`src/rtl/mem_arbiter_if.sv`:
```
// Cache-side request/return bundle for the memory arbiter.
// The cache controller is the master; the arbiter is the slave.
interface mem_arbiter_if #(
    parameter int unsigned ADDR_W = 16,
    parameter int unsigned DATA_W = 16,
    parameter int unsigned IDX_W  = 3
);
    logic              req;
    logic              write;
    logic [ADDR_W-1:0] addr;
    logic [DATA_W-1:0] wdata;
    logic [DATA_W-1:0] data;
    logic              data_valid;
    logic [IDX_W-1:0]  word_idx;
    logic              done;

    modport master (
        output req, write, addr, wdata,
        input  data, data_valid, word_idx, done
    );

    modport slave (
        input  req, write, addr, wdata,
        output data, data_valid, word_idx, done
    );
endinterface

```
`src/rtl/mem_arbiter.sv`:
```
// Round-robin arbiter sharing one multi-cycle memory between the I-cache and D-cache
// miss handlers: block-fill read bursts and single-word write-through stores.
module mem_arbiter #(
    parameter int unsigned ADDR_W      = 16,
    parameter int unsigned DATA_W      = 16,
    parameter int unsigned BLOCK_WORDS = 8,
    parameter int unsigned MEM_LAT     = 4
) (
    input  logic              clk,
    input  logic              rst,
    mem_arbiter_if.slave      icache_if,
    mem_arbiter_if.slave      dcache_if,
    output logic              mem_en_o,
    output logic              mem_wr_o,
    output logic [ADDR_W-1:0] mem_addr_o,
    output logic [DATA_W-1:0] mem_wdata_o,
    input  logic [DATA_W-1:0] mem_rdata_i,
    input  logic              mem_rdata_valid_i
);
    localparam int unsigned IDX_W = $clog2(BLOCK_WORDS);
    localparam int unsigned CNT_W = IDX_W + 1;
    localparam logic [ADDR_W-1:0] ALIGN_MASK = ~ADDR_W'(2 * BLOCK_WORDS - 1);
    localparam logic [IDX_W-1:0]  LAST_IDX   = IDX_W'(BLOCK_WORDS - 1);
    localparam logic [CNT_W-1:0]  BURST_LEN  = CNT_W'(BLOCK_WORDS);

    typedef enum logic [1:0] {IDLE, IFILL, DFILL, DWRITE} state_t;

    state_t            state_q;
    logic [CNT_W-1:0]  issue_cnt_q;
    logic [IDX_W-1:0]  ret_cnt_q;
    logic              last_grant_d_q;
    logic              mem_en_q;
    logic              mem_wr_q;
    logic [ADDR_W-1:0] mem_addr_q;
    logic [DATA_W-1:0] mem_wdata_q;

    logic pick_i_d;
    logic pick_d_d;
    logic i_ret;
    logic d_ret;
    logic last_ret;
    logic unused_ok;

    // On a tie the side that was not served last wins; after reset that is D.
    assign pick_i_d = icache_if.req && (!dcache_if.req || last_grant_d_q);
    assign pick_d_d = dcache_if.req && !pick_i_d;

    // MEM_LAT belongs to the memory; the arbiter just follows mem_rdata_valid.
    assign unused_ok = ^{icache_if.write, icache_if.wdata, (MEM_LAT != 0)};

    always_ff @(posedge clk or posedge rst) begin
        if (rst) begin
            state_q        <= IDLE;
            issue_cnt_q    <= '0;
            ret_cnt_q      <= '0;
            last_grant_d_q <= 1'b0;
            mem_en_q       <= 1'b0;
            mem_wr_q       <= 1'b0;
            mem_addr_q     <= '0;
            mem_wdata_q    <= '0;
        end else begin
            case (state_q)
                IDLE: begin
                    if (pick_i_d) begin
                        state_q        <= IFILL;
                        last_grant_d_q <= 1'b0;
                        mem_en_q       <= 1'b1;
                        mem_wr_q       <= 1'b0;
                        mem_addr_q     <= icache_if.addr & ALIGN_MASK;
                        mem_wdata_q    <= '0;
                        issue_cnt_q    <= CNT_W'(1);
                        ret_cnt_q      <= '0;
                    end else if (pick_d_d) begin
                        last_grant_d_q <= 1'b1;
                        mem_en_q       <= 1'b1;
                        ret_cnt_q      <= '0;
                        if (dcache_if.write) begin
                            state_q     <= DWRITE;
                            mem_wr_q    <= 1'b1;
                            mem_addr_q  <= dcache_if.addr;
                            mem_wdata_q <= dcache_if.wdata;
                            issue_cnt_q <= '0;
                        end else begin
                            state_q     <= DFILL;
                            mem_wr_q    <= 1'b0;
                            mem_addr_q  <= dcache_if.addr & ALIGN_MASK;
                            mem_wdata_q <= '0;
                            issue_cnt_q <= CNT_W'(1);
                        end
                    end
                end
                IFILL, DFILL: begin
                    // issue_cnt_q counts reads already presented, including this cycle's.
                    if (issue_cnt_q < BURST_LEN) begin
                        issue_cnt_q <= issue_cnt_q + CNT_W'(1);
                        mem_addr_q  <= mem_addr_q + ADDR_W'(2);
                    end else begin
                        mem_en_q   <= 1'b0;
                        mem_addr_q <= '0;
                    end
                    if (mem_rdata_valid_i) begin
                        if (ret_cnt_q == LAST_IDX) begin
                            state_q     <= IDLE;
                            ret_cnt_q   <= '0;
                            issue_cnt_q <= '0;
                            mem_en_q    <= 1'b0;
                            mem_addr_q  <= '0;
                        end else begin
                            ret_cnt_q <= ret_cnt_q + IDX_W'(1);
                        end
                    end
                end
                DWRITE: begin
                    state_q     <= IDLE;
                    mem_en_q    <= 1'b0;
                    mem_wr_q    <= 1'b0;
                    mem_addr_q  <= '0;
                    mem_wdata_q <= '0;
                end
                default: state_q <= IDLE;
            endcase
        end
    end

    assign i_ret    = mem_rdata_valid_i && (state_q == IFILL);
    assign d_ret    = mem_rdata_valid_i && (state_q == DFILL);
    assign last_ret = (ret_cnt_q == LAST_IDX);

    assign icache_if.data_valid = i_ret;
    assign icache_if.data       = i_ret ? mem_rdata_i : '0;
    assign icache_if.word_idx   = i_ret ? ret_cnt_q : '0;
    assign icache_if.done       = i_ret && last_ret;

    assign dcache_if.data_valid = d_ret;
    assign dcache_if.data       = d_ret ? mem_rdata_i : '0;
    assign dcache_if.word_idx   = d_ret ? ret_cnt_q : '0;
    assign dcache_if.done       = (d_ret && last_ret) || (state_q == DWRITE);

    assign mem_en_o    = mem_en_q;
    assign mem_wr_o    = mem_wr_q;
    assign mem_addr_o  = mem_addr_q;
    assign mem_wdata_o = mem_wdata_q;
endmodule
```
`src/flat_wrapper.sv`:
```
// flat-port wrapper written by rule: the top's interface ports become plain ports
module mem_arbiter_flat 
#(
    parameter int unsigned ADDR_W      = 16,
    parameter int unsigned DATA_W      = 16,
    parameter int unsigned BLOCK_WORDS = 8,
    parameter int unsigned MEM_LAT     = 4
)
  (clk, rst, mem_en_o, mem_wr_o, mem_addr_o, mem_wdata_o, mem_rdata_i, mem_rdata_valid_i, icache_if_req, icache_if_write, icache_if_addr, icache_if_wdata, icache_if_data, icache_if_data_valid, icache_if_word_idx, icache_if_done, dcache_if_req, dcache_if_write, dcache_if_addr, dcache_if_wdata, dcache_if_data, dcache_if_data_valid, dcache_if_word_idx, dcache_if_done);
  mem_arbiter_if #(.ADDR_W(ADDR_W), .DATA_W(DATA_W)) icache_if_i ();
  mem_arbiter_if #(.ADDR_W(ADDR_W), .DATA_W(DATA_W)) dcache_if_i ();
  input  logic clk;
  input  logic rst;
  output logic mem_en_o;
  output logic mem_wr_o;
  output logic [ADDR_W-1:0] mem_addr_o;
  output logic [DATA_W-1:0] mem_wdata_o;
  input  logic [DATA_W-1:0] mem_rdata_i;
  input  logic mem_rdata_valid_i;
  input wire logic [$bits(icache_if_i.req)-1:0] icache_if_req;
  input wire logic [$bits(icache_if_i.write)-1:0] icache_if_write;
  input wire logic [$bits(icache_if_i.addr)-1:0] icache_if_addr;
  input wire logic [$bits(icache_if_i.wdata)-1:0] icache_if_wdata;
  output wire logic [$bits(icache_if_i.data)-1:0] icache_if_data;
  output wire logic [$bits(icache_if_i.data_valid)-1:0] icache_if_data_valid;
  output wire logic [$bits(icache_if_i.word_idx)-1:0] icache_if_word_idx;
  output wire logic [$bits(icache_if_i.done)-1:0] icache_if_done;
  input wire logic [$bits(dcache_if_i.req)-1:0] dcache_if_req;
  input wire logic [$bits(dcache_if_i.write)-1:0] dcache_if_write;
  input wire logic [$bits(dcache_if_i.addr)-1:0] dcache_if_addr;
  input wire logic [$bits(dcache_if_i.wdata)-1:0] dcache_if_wdata;
  output wire logic [$bits(dcache_if_i.data)-1:0] dcache_if_data;
  output wire logic [$bits(dcache_if_i.data_valid)-1:0] dcache_if_data_valid;
  output wire logic [$bits(dcache_if_i.word_idx)-1:0] dcache_if_word_idx;
  output wire logic [$bits(dcache_if_i.done)-1:0] dcache_if_done;
  assign icache_if_i.req = icache_if_req;
  assign icache_if_i.write = icache_if_write;
  assign icache_if_i.addr = icache_if_addr;
  assign icache_if_i.wdata = icache_if_wdata;
  assign icache_if_data = icache_if_i.data;
  assign icache_if_data_valid = icache_if_i.data_valid;
  assign icache_if_word_idx = icache_if_i.word_idx;
  assign icache_if_done = icache_if_i.done;
  assign dcache_if_i.req = dcache_if_req;
  assign dcache_if_i.write = dcache_if_write;
  assign dcache_if_i.addr = dcache_if_addr;
  assign dcache_if_i.wdata = dcache_if_wdata;
  assign dcache_if_data = dcache_if_i.data;
  assign dcache_if_data_valid = dcache_if_i.data_valid;
  assign dcache_if_word_idx = dcache_if_i.word_idx;
  assign dcache_if_done = dcache_if_i.done;
  mem_arbiter #(.ADDR_W(ADDR_W), .DATA_W(DATA_W), .BLOCK_WORDS(BLOCK_WORDS), .MEM_LAT(MEM_LAT)) u_core (.clk(clk), .rst(rst), .icache_if(icache_if_i), .dcache_if(dcache_if_i), .mem_en_o(mem_en_o), .mem_wr_o(mem_wr_o), .mem_addr_o(mem_addr_o), .mem_wdata_o(mem_wdata_o), .mem_rdata_i(mem_rdata_i), .mem_rdata_valid_i(mem_rdata_valid_i));
endmodule
```
`config.mk`:
```
export PLATFORM = sky130hd
export DESIGN_NAME = mem_arbiter_flat
export DESIGN_NICKNAME = d
export VERILOG_FILES = /design/src/rtl/mem_arbiter_if.sv /design/src/rtl/mem_arbiter.sv /design/src/flat_wrapper.sv
export SDC_FILE = /design/constraint.sdc
export NUM_CORES = 1
export LEC_CHECK = 0
export ABC_AREA = 1
export CAP_MARGIN = 20
export CORE_UTILIZATION = 61
export CTS_CLUSTER_SIZE = 10
export DETAILED_ROUTE_END_ITERATION = 8
export DONT_BUFFER_PORTS = 1
export GPL_ROUTABILITY_DRIVEN = 1
export PLACE_DENSITY = 0.76
export SYNTH_ARGS = -nofsm -noshare
export SYNTH_HDL_FRONTEND = slang
export SYNTH_SLANG_ARGS = --single-unit
```
`constraint.sdc`:
```
create_clock -name clk -period 1.9 [get_ports clk]
set_clock_uncertainty 0.05 [all_clocks]
set_input_delay 0.38 -clock clk [delete_from_list [all_inputs] [get_ports clk]]
set_output_delay 0.38 -clock clk [all_outputs]
set_load 0.005 [all_outputs]
```
==> metrics.yaml, run 1 <==
die:
  die_x_um: 71.00
  fp.dieArea_um2: 5040
  die_h_um: 71.00
  ios: 163
  initial_utilization: 0.6490
  fp-row-count: 24
  core-area_um2: 4474
sta:
  min_period_ns: 1.828
  fin_tns_setup_ns: 0
  setup_ws_ns: 0.07221
  worst_slew_pin_slew_ns: 0.6425
  max_freq_mhz: 547.1
  timing.final.crit_share: 0.9620
  setup_viol: 0
  slew_violations: 0
  finalHoldViolations: 0
  relSlewSlack: 0.5690
  rsz0062_at_grt: "yes"
  fin_hold_ws_ns: 0.1432
clock_tree:
  post_cts_buffers: 0
  clk_latency_ns: 0.30
  cts_max_path_buffers: 2
  htree_levels: 2
  cts_made_buffers: 5
  cts_sinks: 44
  cts_root_buffer: "clkbuf_8"
  cts_tree: "done"
  clk_pin_slew_ns: 0.08
synth:
  synth_top_cell_area_share: 0.3791
  yosysSeqAreaShare: 0.3791
  ys.flop_type: "dfrtp_1"
  synth_cell_types: 35
  synth_top_family_by_area: "simple AND/OR/NAND/NOR gates"
  synth-seq-cells: 44
  synth_edf_count: 0
  synth-xor-area-share: 0.01206
  synthArstFlopShare: 1.000
  synthMuxAreaShare: 0
  synth_compound_area_frac: 0.1112
  yosys.area_share.simple: 0.3386
  syn_avg_cell_area_um2: 6.998
  ys_warn_count: 0
  synth.net_count: 511
  synthCells: 415
  yosys.area_share.adder: 0.03878
  syn-cell-area_um2: 2904
  synth.area.top_cells: "dfrtp_1, nand2_1, inv_1, nor2_1, nand3_1"
  yosysTopAreaCell: "dfrtp_1"
placed_design:
  dp_hpwl_mm: 4.964
  portBuffers: 0
  pre_cts_slack_ns: 0.1535
  gp_congestion: 0.8968
flow_run:
  drv_cap: 0
power_and_ir_drop:
  power_density_nw_per_um2: 1431
  ir_drop_v: 0.0008675
  total_power_uw: 4441
  p_leak_uw: 0.001658
outcome:
  status: "complete, but fails checks"
  violations: "design-rule violations"
finish:
  nNetsFinal: 519
  final_util: 0.6938
  layout-drive-gt1-share: 0.1277
  layout_common_cells: "nand2_1, inv_1, nor2_1"
  area_growth_pct: 6.894
  diodes: 0
  final_common_cell: "nand2_1"
global_route:
  grt.overflow.total: 0
  grtUsageTotal: 0.2621
  grt_start_max_net_pins: 22
  grt_pass1_wl_mm: 10.45
  antenna_found_initial: 0
  grt_pass1_vias: 2393
critical_path:
  crit_chain: "inv_1, ha_1, nand2_1, buf_6, nor2_1"
  cpPeakStageDelay_ns: 0.41
  cp_slowest_cell: "dfrtp_1"
  path_max_fanout: 21
  startpoint_type: "register"
  cp.arrival_ns: 1.40
  crit_required_ns: 1.47
  cp_num_buf_inv: 2
  end_kind: "output port"
  critPathKind: "reg -> out"
  path_delay_family: "flip-flops"
route:
  firstDrtPassIters: 6
  finalWirelength_mm: 6.511
  vias: 2583
  wire_per_inst_um: 13.71
  drtIter0Drc: 129
  vias_per_cell: 5.438
  postRouteAntennaNets: 0
  drc: 6
hold_path:
  hold_class: "in -> reg"
-- metal layers --
layer  routed length [µm]  global-route usage  up-vias
li1                     -                   -     1297
met1                 2756              0.3223     1202
met2                 3312              0.4573       74
met3                  334             0.05271       10
met4                  107             0.09556        0
met5                    0                   0        -
-- power by group --
group	leakage, µW	internal, µW	switching [µW]
registers	0.000573	1360	442
logic	0.00104	757	1310
clock network	0.0000400	249	321
total	0.00166	2360	2080
-- what timing repair did --
| item | 4_1_cts | 5_1_grt |
|---|---|---|
| resized for setup | 0 | 10 |
| endpoints found under the hold margin | 17 | 0 |
| hold buffers | 1 | 0 |
| endpoints found under the setup margin | 0 | 37 |
-- registers in the layout, summed over array words and instances, names as in the netlist --
signal / cells
u_core.state_q: 2
u_core.last_grant_d_q: 1
u_core.mem_addr_o: 16
u_core.mem_wdata_o: 16
u_core.mem_en_o: 1
u_core.issue_cnt_q: 4
u_core.ret_cnt_q: 3
u_core.mem_wr_o: 1
-- Yosys cell counts, types with 3 or more instances --
| cell type | count |
|---|---|
| inv_1 | 69 |
| clkbuf_1 | 4 |
| nand3_1 | 30 |
| buf_2 | 4 |
| nand4_1 | 5 |
| a21oi_1 | 10 |
| dfrtp_1 | 44 |
| nand3b_1 | 5 |
| nor2_1 | 69 |
| o21ai_2 | 9 |
| nand2_2 | 3 |
| ha_1 | 9 |
| nand2_1 | 96 |
| o21ai_0 | 21 |
| o211ai_1 | 5 |
| buf_4 | 4 |
-- final timing paths --
path                                        from                     to  slack, ns  cells after the start
hold reg to reg            u_core.mem_wdata_o[8]  u_core.mem_wdata_o[8]       0.46                      2
hold / removal                 dcache_if_addr[0]   u_core.mem_addr_o[0]       0.14                      2
setup / recovery               u_core.state_q[1]  icache_if_word_idx[0]       0.07                      5
min in group asynchronous                    rst  u_core.mem_addr_o[14]       0.50                      2
setup reg to reg               u_core.state_q[1]  u_core.mem_addr_o[10]       0.13                      7
max in group asynchronous                    rst   u_core.mem_addr_o[1]       0.71                      3
-- final cells by class --
type                       instances  area (µm²)
clock buffer                       5       68.82
multi-input combinational        286        1469
timing repair buffer              14       115.1
inverter                          72       272.8
tap                               52       65.06
sequential                        44        1101
clock inverter                     2       12.51
fill                             392        1370
-- stage by stage --
step           cells  cell area (µm²)
2_1_floorplan    415             2904
5_1_grt          475             3104
3_3_place_gp     467             2990
4_1_cts          475             3082
3_5_place_dp     467             2990
6_report         475             3104
-- kinds of logic after synthesis --
family,Yosys count
and+or+nand+nor,221
buffers and inverters,85
AOI/OAI and AO/OA,52
DFF,44
adders and majority gates,9
xor gates and xnor gates,4
(Power assumes the default switching activity.)
==> inputs of run 2 (changes only) <==
Settings changed: CAP_MARGIN 20 to 25.
Clock period 1.9 ns to 2.3 ns, I/O delays scaled along.
==> run 2 against run 1 <==
Compared with the run above: utilization decreased by 0.39 points; largest cell class unchanged; critical endpoint is now icache_if_data[14]; total power decreased by 14%; sequential power decreased by 17%; the run still ends with design-rule violations left.
==> metrics.yaml, run 2 (synthesized netlist as in run 1, its figures left out) <==
clock_tree:
  cts_sinks: 44
  clk_pin_slew_ns: 0.08
  cts_hold_buf: 0
  htree_levels: 2
  post_cts_resized: 0
  cts_root_buffer: "clkbuf_8"
  cts_tree: "done"
  clk_latency_ns: 0.30
  cts_made_buffers: 5
  cts_max_path_buffers: 2
  post_cts_buffers: 0
power_and_ir_drop:
  ir_drop_v: 0.0006675
  p_leak_uw: 0.001654
  p_clk_frac: 0.165
  intPower_uw: 2090
  power_frac_comb: 0.444
  total_power_uw: 3808
  seq_power_share: 0.391
  power_density_nw_per_um2: 1234
  swShare: 0.4512
  p_sw_uw: 1718
critical_path:
  crit_chain: "inv_1, ha_1, nand2_1, nor2_1"
  r2r_setup_slack_ns: 0.36
  r2r_cells: 7
  cp_slowest_cell: "dfrtp_1"
  crit_required_ns: 1.79
  path_delay_family: "simple AND/OR/NAND/NOR gates"
  cp.arrival_ns: 1.61
  startpoint_type: "register"
  cpPeakStageDelay_ns: 0.40
  r2r_end: "u_core.mem_wdata_o[10]"
  path_max_fanout: 21
  path_depth: 4
  end_kind: "output port"
  cp_num_buf_inv: 1
  rr_startpoint: "u_core.state_q[0]"
  critPathKind: "reg -> out"
sta:
  relSlewSlack: 0.5993
  rsz0062_at_grt: "no"
  min_period_ns: 2.122
  finalHoldViolations: 0
  fin_tns_setup_ns: 0
  max_freq_mhz: 471.2
  setup_viol: 0
  slew_violations: 0
  worst_slew_pin_slew_ns: 0.5996
  timing.final.crit_share: 0.9227
global_route:
  antenna_found_initial: 0
  grt_start_max_net_pins: 45
  grt.overflow.total: 0
  grtUsageTotal: 0.2586
  grt_pass1_vias: 2300
  grt_pass1_wl_mm: 10.30
finish:
  area_growth_pct: 6.290
  nNetsFinal: 513
  final_common_cell: "nand2_1"
  diodes: 0
  fin_area_um2: 3087
  layout_common_cells: "nand2_1, nor2_1, inv_1"
  final_util: 0.6899
  layout-drive-gt1-share: 0.1029
route:
  drtIter0Drc: 206
  wire_per_inst_um: 13.63
  finalWirelength_mm: 6.408
  drc: 6
  vias: 2600
  firstDrtPassIters: 6
  vias_per_cell: 5.532
  postRouteAntennaNets: 0
placed_design:
  dp_hpwl_mm: 4.807
  portBuffers: 0
  gp_congestion: 0.8659
  dpl_cell_area_um2: 2965
die:
  initial_utilization: 0.6490
  fp.dieArea_um2: 5040
  die_x_um: 71.00
  core-area_um2: 4474
  die_h_um: 71.00
  ios: 163
  fp-row-count: 24
outcome:
  status: "complete, but fails checks"
  violations: "design-rule violations"
hold_path:
  hold_class: "in -> async"
flow_run:
  drv_cap: 0
## run 2: power groups by stage
stage	registers [µW]	logic, µW	clock network (µW)
after floorplan	1400	1360	0
after global placement	1490	1640	0
after detailed placement	1500	1690	0
after CTS	1490	1700	644
after global routing	1540	1930	656
final	1490	1690	629
## run 2: worst max path at each step
stage / startpoint / end / slack [ns]
final: u_core.state_q[1] / icache_if_data[14] / 0.18
after global routing: u_core.state_q[1] / icache_if_data[1] / 0.03
after CTS: u_core.state_q[1] / icache_if_data[1] / 0.14
after detailed placement: u_core.state_q[0] / u_core.mem_wdata_o[10] / 0.36
after global placement: u_core.state_q[0] / u_core.mem_wdata_o[15] / 0.42
after floorplan: u_core.state_q[0] / u_core.mem_addr_o[12] / 0.73
## run 2: final cells by class
type	count	area, µm²
clock buffers	6	82.58
clock inverters	2	38.79
fillers	388	1388
inverters	72	272.8
multi-input cells	286	1454
flip-flops and latches	44	1101
well taps	52	65.06
repair buffers	8	72.57
## run 2: per-stage QoR
step	instances	worst slack (ns)	hold WS, ns
2_1_floorplan	415	0.7295	0.4227
3_3_place_gp	462	0.4196	0.4459
3_5_place_dp	462	0.3561	0.4488
4_1_cts	470	0.1409	0.1403
5_1_grt	470	0.03122	0.1758
6_report	470	0.1778	0.1250
## run 2: metal layers
| layer | share of wire | track usage | wire length [µm] |
|---|---|---|---|
| met5 | 0 | 0 | 0 |
| met4 | 0.020 | 0.09556 | 125 |
| met3 | 0.059 | 0.05698 | 376 |
| met2 | 0.50 | 0.4370 | 3211 |
| met1 | 0.42 | 0.3268 | 2695 |
==> inputs of run 3 (changes only) <==
Settings changed: ABC_AREA 1 to default.
==> run 3 against run 2 <==
Compared with the run above: the run now ends clean; routed wire length increased by 2.2%; critical path depth increased by 3; total power decreased by 2.0%; first-iteration DRC count decreased by 36%; sequential share of layout area increased by 1.6 points; register-to-register slack got worse by 0.23 ns; cell area decreased by 4.2%; sequential power decreased by 3%; setup slack got worse by 0.045 ns; critical path type is now reg -> reg; largest cell class unchanged; largest power group unchanged.
==> metrics.yaml, run 3 <==
synth:
  synth_compound_area_frac: 0.2140
  synthMostInstantiatedCell: "dfrtp_1"
  synth_edf_count: 0
  syn_avg_cell_area_um2: 9.311
  syn-cell-area_um2: 2719
  synth_top_family_by_area: "simple AND/OR/NAND/NOR gates"
  synth.net_count: 388
  synth.area.top_cells: "dfrtp_1, and3_1, a22o_1, ha_1, o21ai_0"
  synth-seq-cells: 44
  ys.flop_type: "dfrtp_1"
  yosysTopAreaCell: "dfrtp_1"
  ys_warn_count: 0
  yosys.area_share.simple: 0.2375
  synth-xor-area-share: 0.01289
  synthCells: 292
  synth_cell_types: 49
  synthMuxAreaShare: 0.03313
  synth_top_cell_area_share: 0.4050
  yosysSeqAreaShare: 0.4050
  ys_top_cells_by_count: "dfrtp_1, and3_1, a22o_1"
  yosys.area_share.adder: 0.04142
  synthArstFlopShare: 1.000
clock_tree:
  cts_tree: "done"
  htree_levels: 2
  cts_made_buffers: 5
  cts_sinks: 44
  cts_hold_buf: 0
  cts_max_path_buffers: 2
  cts_root_buffer: "clkbuf_8"
  clk_pin_slew_ns: 0.09
  clk_latency_ns: 0.30
die:
  initial_utilization: 0.6561
  fp.dieArea_um2: 4728
  die_x_um: 68.76
  core-area_um2: 4144
  die_h_um: 68.76
  ios: 163
  fp-row-count: 23
finish:
  nNetsFinal: 390
  diodes: 0
  final_common_cell: "dfrtp_1"
  area_growth_pct: 8.790
  final_util: 0.7138
  layout_common_cells: "dfrtp_1, and3_1, a22o_1"
  layout-drive-gt1-share: 0.1085
global_route:
  grt_pass1_wl_mm: 9.549
  grt.overflow.total: 0
  grt_start_max_net_pins: 49
  grtUsageTotal: 0.2815
  antenna_found_initial: 0
  grt_pass1_vias: 2029
sta:
  timing.final.crit_share: 0.9423
  finalHoldViolations: 0
  worst_slew_pin_slew_ns: 0.5561
  setup_viol: 0
  fin_hold_ws_ns: 0.1172
  min_period_ns: 2.167
  slew_violations: 0
  fin_tns_setup_ns: 0
  max_freq_mhz: 461.4
  rsz0062_at_grt: "no"
  relSlewSlack: 0.6293
critical_path:
  startpoint_type: "register"
  cp.arrival_ns: 2.31
  cpPeakStageDelay_ns: 0.50
  cp_slowest_cell: "or3b_1"
  crit_path_start: "u_core.state_q[0]"
  critPathKind: "reg -> reg"
  rr_startpoint: "u_core.state_q[0]"
  crit_required_ns: 2.44
  crit_chain: "inv_1, ha_1, or3b_1, nand2b_1, nor3b_4, buf_4, a22o_1"
  end_kind: "register"
  path_max_fanout: 17
route:
  drtIter0Drc: 132
  postRouteAntennaNets: 0
  wire_per_inst_um: 18.97
  vias_per_cell: 6.783
  vias: 2340
  finalWirelength_mm: 6.546
  drc: 0
  firstDrtPassIters: 4
placed_design:
  gp_congestion: 0.8793
  portBuffers: 0
  dp_hpwl_mm: 4.754
power_and_ir_drop:
  power_density_nw_per_um2: 1261
  ir_drop_v: 0.0008269
  p_leak_uw: 0.001464
flow_run:
  drv_cap: 0
hold_path:
  hold_class: "in -> async"
outcome:
  status: "finished clean"
## run 3: worst max-delay path: cells and delay by family (launching register included)
| kind | cells | cell delay [ns] |
|---|---|---|
| flip-flops | 1 | 0.42 |
| AO/OA/AOI/OAI | 1 | 0.20 |
| buffers and inverters | 2 | 0.32 |
| adder cells (fa/ha/maj) | 1 | 0.33 |
| AND/OR/NAND/NOR | 3 | 0.74 |
## run 3: logic make-up after synthesis
group                      count (synthesis)
xor gates and xnor gates                   4
DFF                                       44
buffers and inverters                     38
adders and majority gates                  9
AOI/OAI and AO/OA                         79
and+or+nand+nor                          109
muxes                                      9
## run 3: final cells by class
cell class / count / area [µm²]
Clock buffer: 5 / 68.82
Clock inverter: 3 / 46.29
Fill cell: 323 / 1186
Inverter: 15 / 56.30
Multi-Input combinational cell: 210 / 1475
Sequential cell: 44 / 1101
Tap cell: 50 / 62.56
Timing Repair Buffer: 18 / 147.6
## run 3: report_power, final
group	leakage [µW]	total, µW	switching (µW)	internal [µW]
sequential	0.000577	1440	344	1100
clock	0.0000548	609	281	327
combinational	0.000832	1680	914	769
total	0.00146	3730	1540	2190
## run 3: per-layer routing
metal | up-vias | wire length (µm) | GRT usage
met5 | - | 0 | 0
met4 | 0 | 78 | 0.1046
met3 | 6 | 530 | 0.06579
met2 | 120 | 3317 | 0.4792
met1 | 1114 | 2620 | 0.3467
li1 | 1100 | - | -
## run 3: metrics by stage
step	power, µW	instances	worst slack (ns)	area (µm²)
2_1_floorplan	2614	292	0.1259	2719
3_3_place_gp	3056	337	0.1304	2833
3_5_place_dp	3108	337	0.1148	2833
4_1_cts	3729	345	0.05918	2948
5_1_grt	4030	345	0.01884	2958
6_report	3731	345	0.1326	2958
## run 3: what timing repair did
action                     CTS  global route
hold endpoints to repair     0             0
setup buffers                0             0
gates resized for setup      0             3
setup endpoints to repair    0             9
## run 3: path summary, 6_finish.rpt
| path | endpoint | slack, ns | cells past startpoint |
|---|---|---|---|
| worst min register to register | u_core.mem_wr_o | 0.47 | 1 |
| worst max register to register | u_core.mem_wdata_o[5] | 0.13 | 7 |
| worst min-delay path | u_core.mem_wdata_o[12] | 0.12 | 2 |
| max in group asynchronous | u_core.mem_addr_o[2] | 1.69 | 2 |
| min in group clk | u_core.last_grant_d_q | 0.20 | 1 |
| worst max-delay path | u_core.mem_wdata_o[5] | 0.13 | 7 |
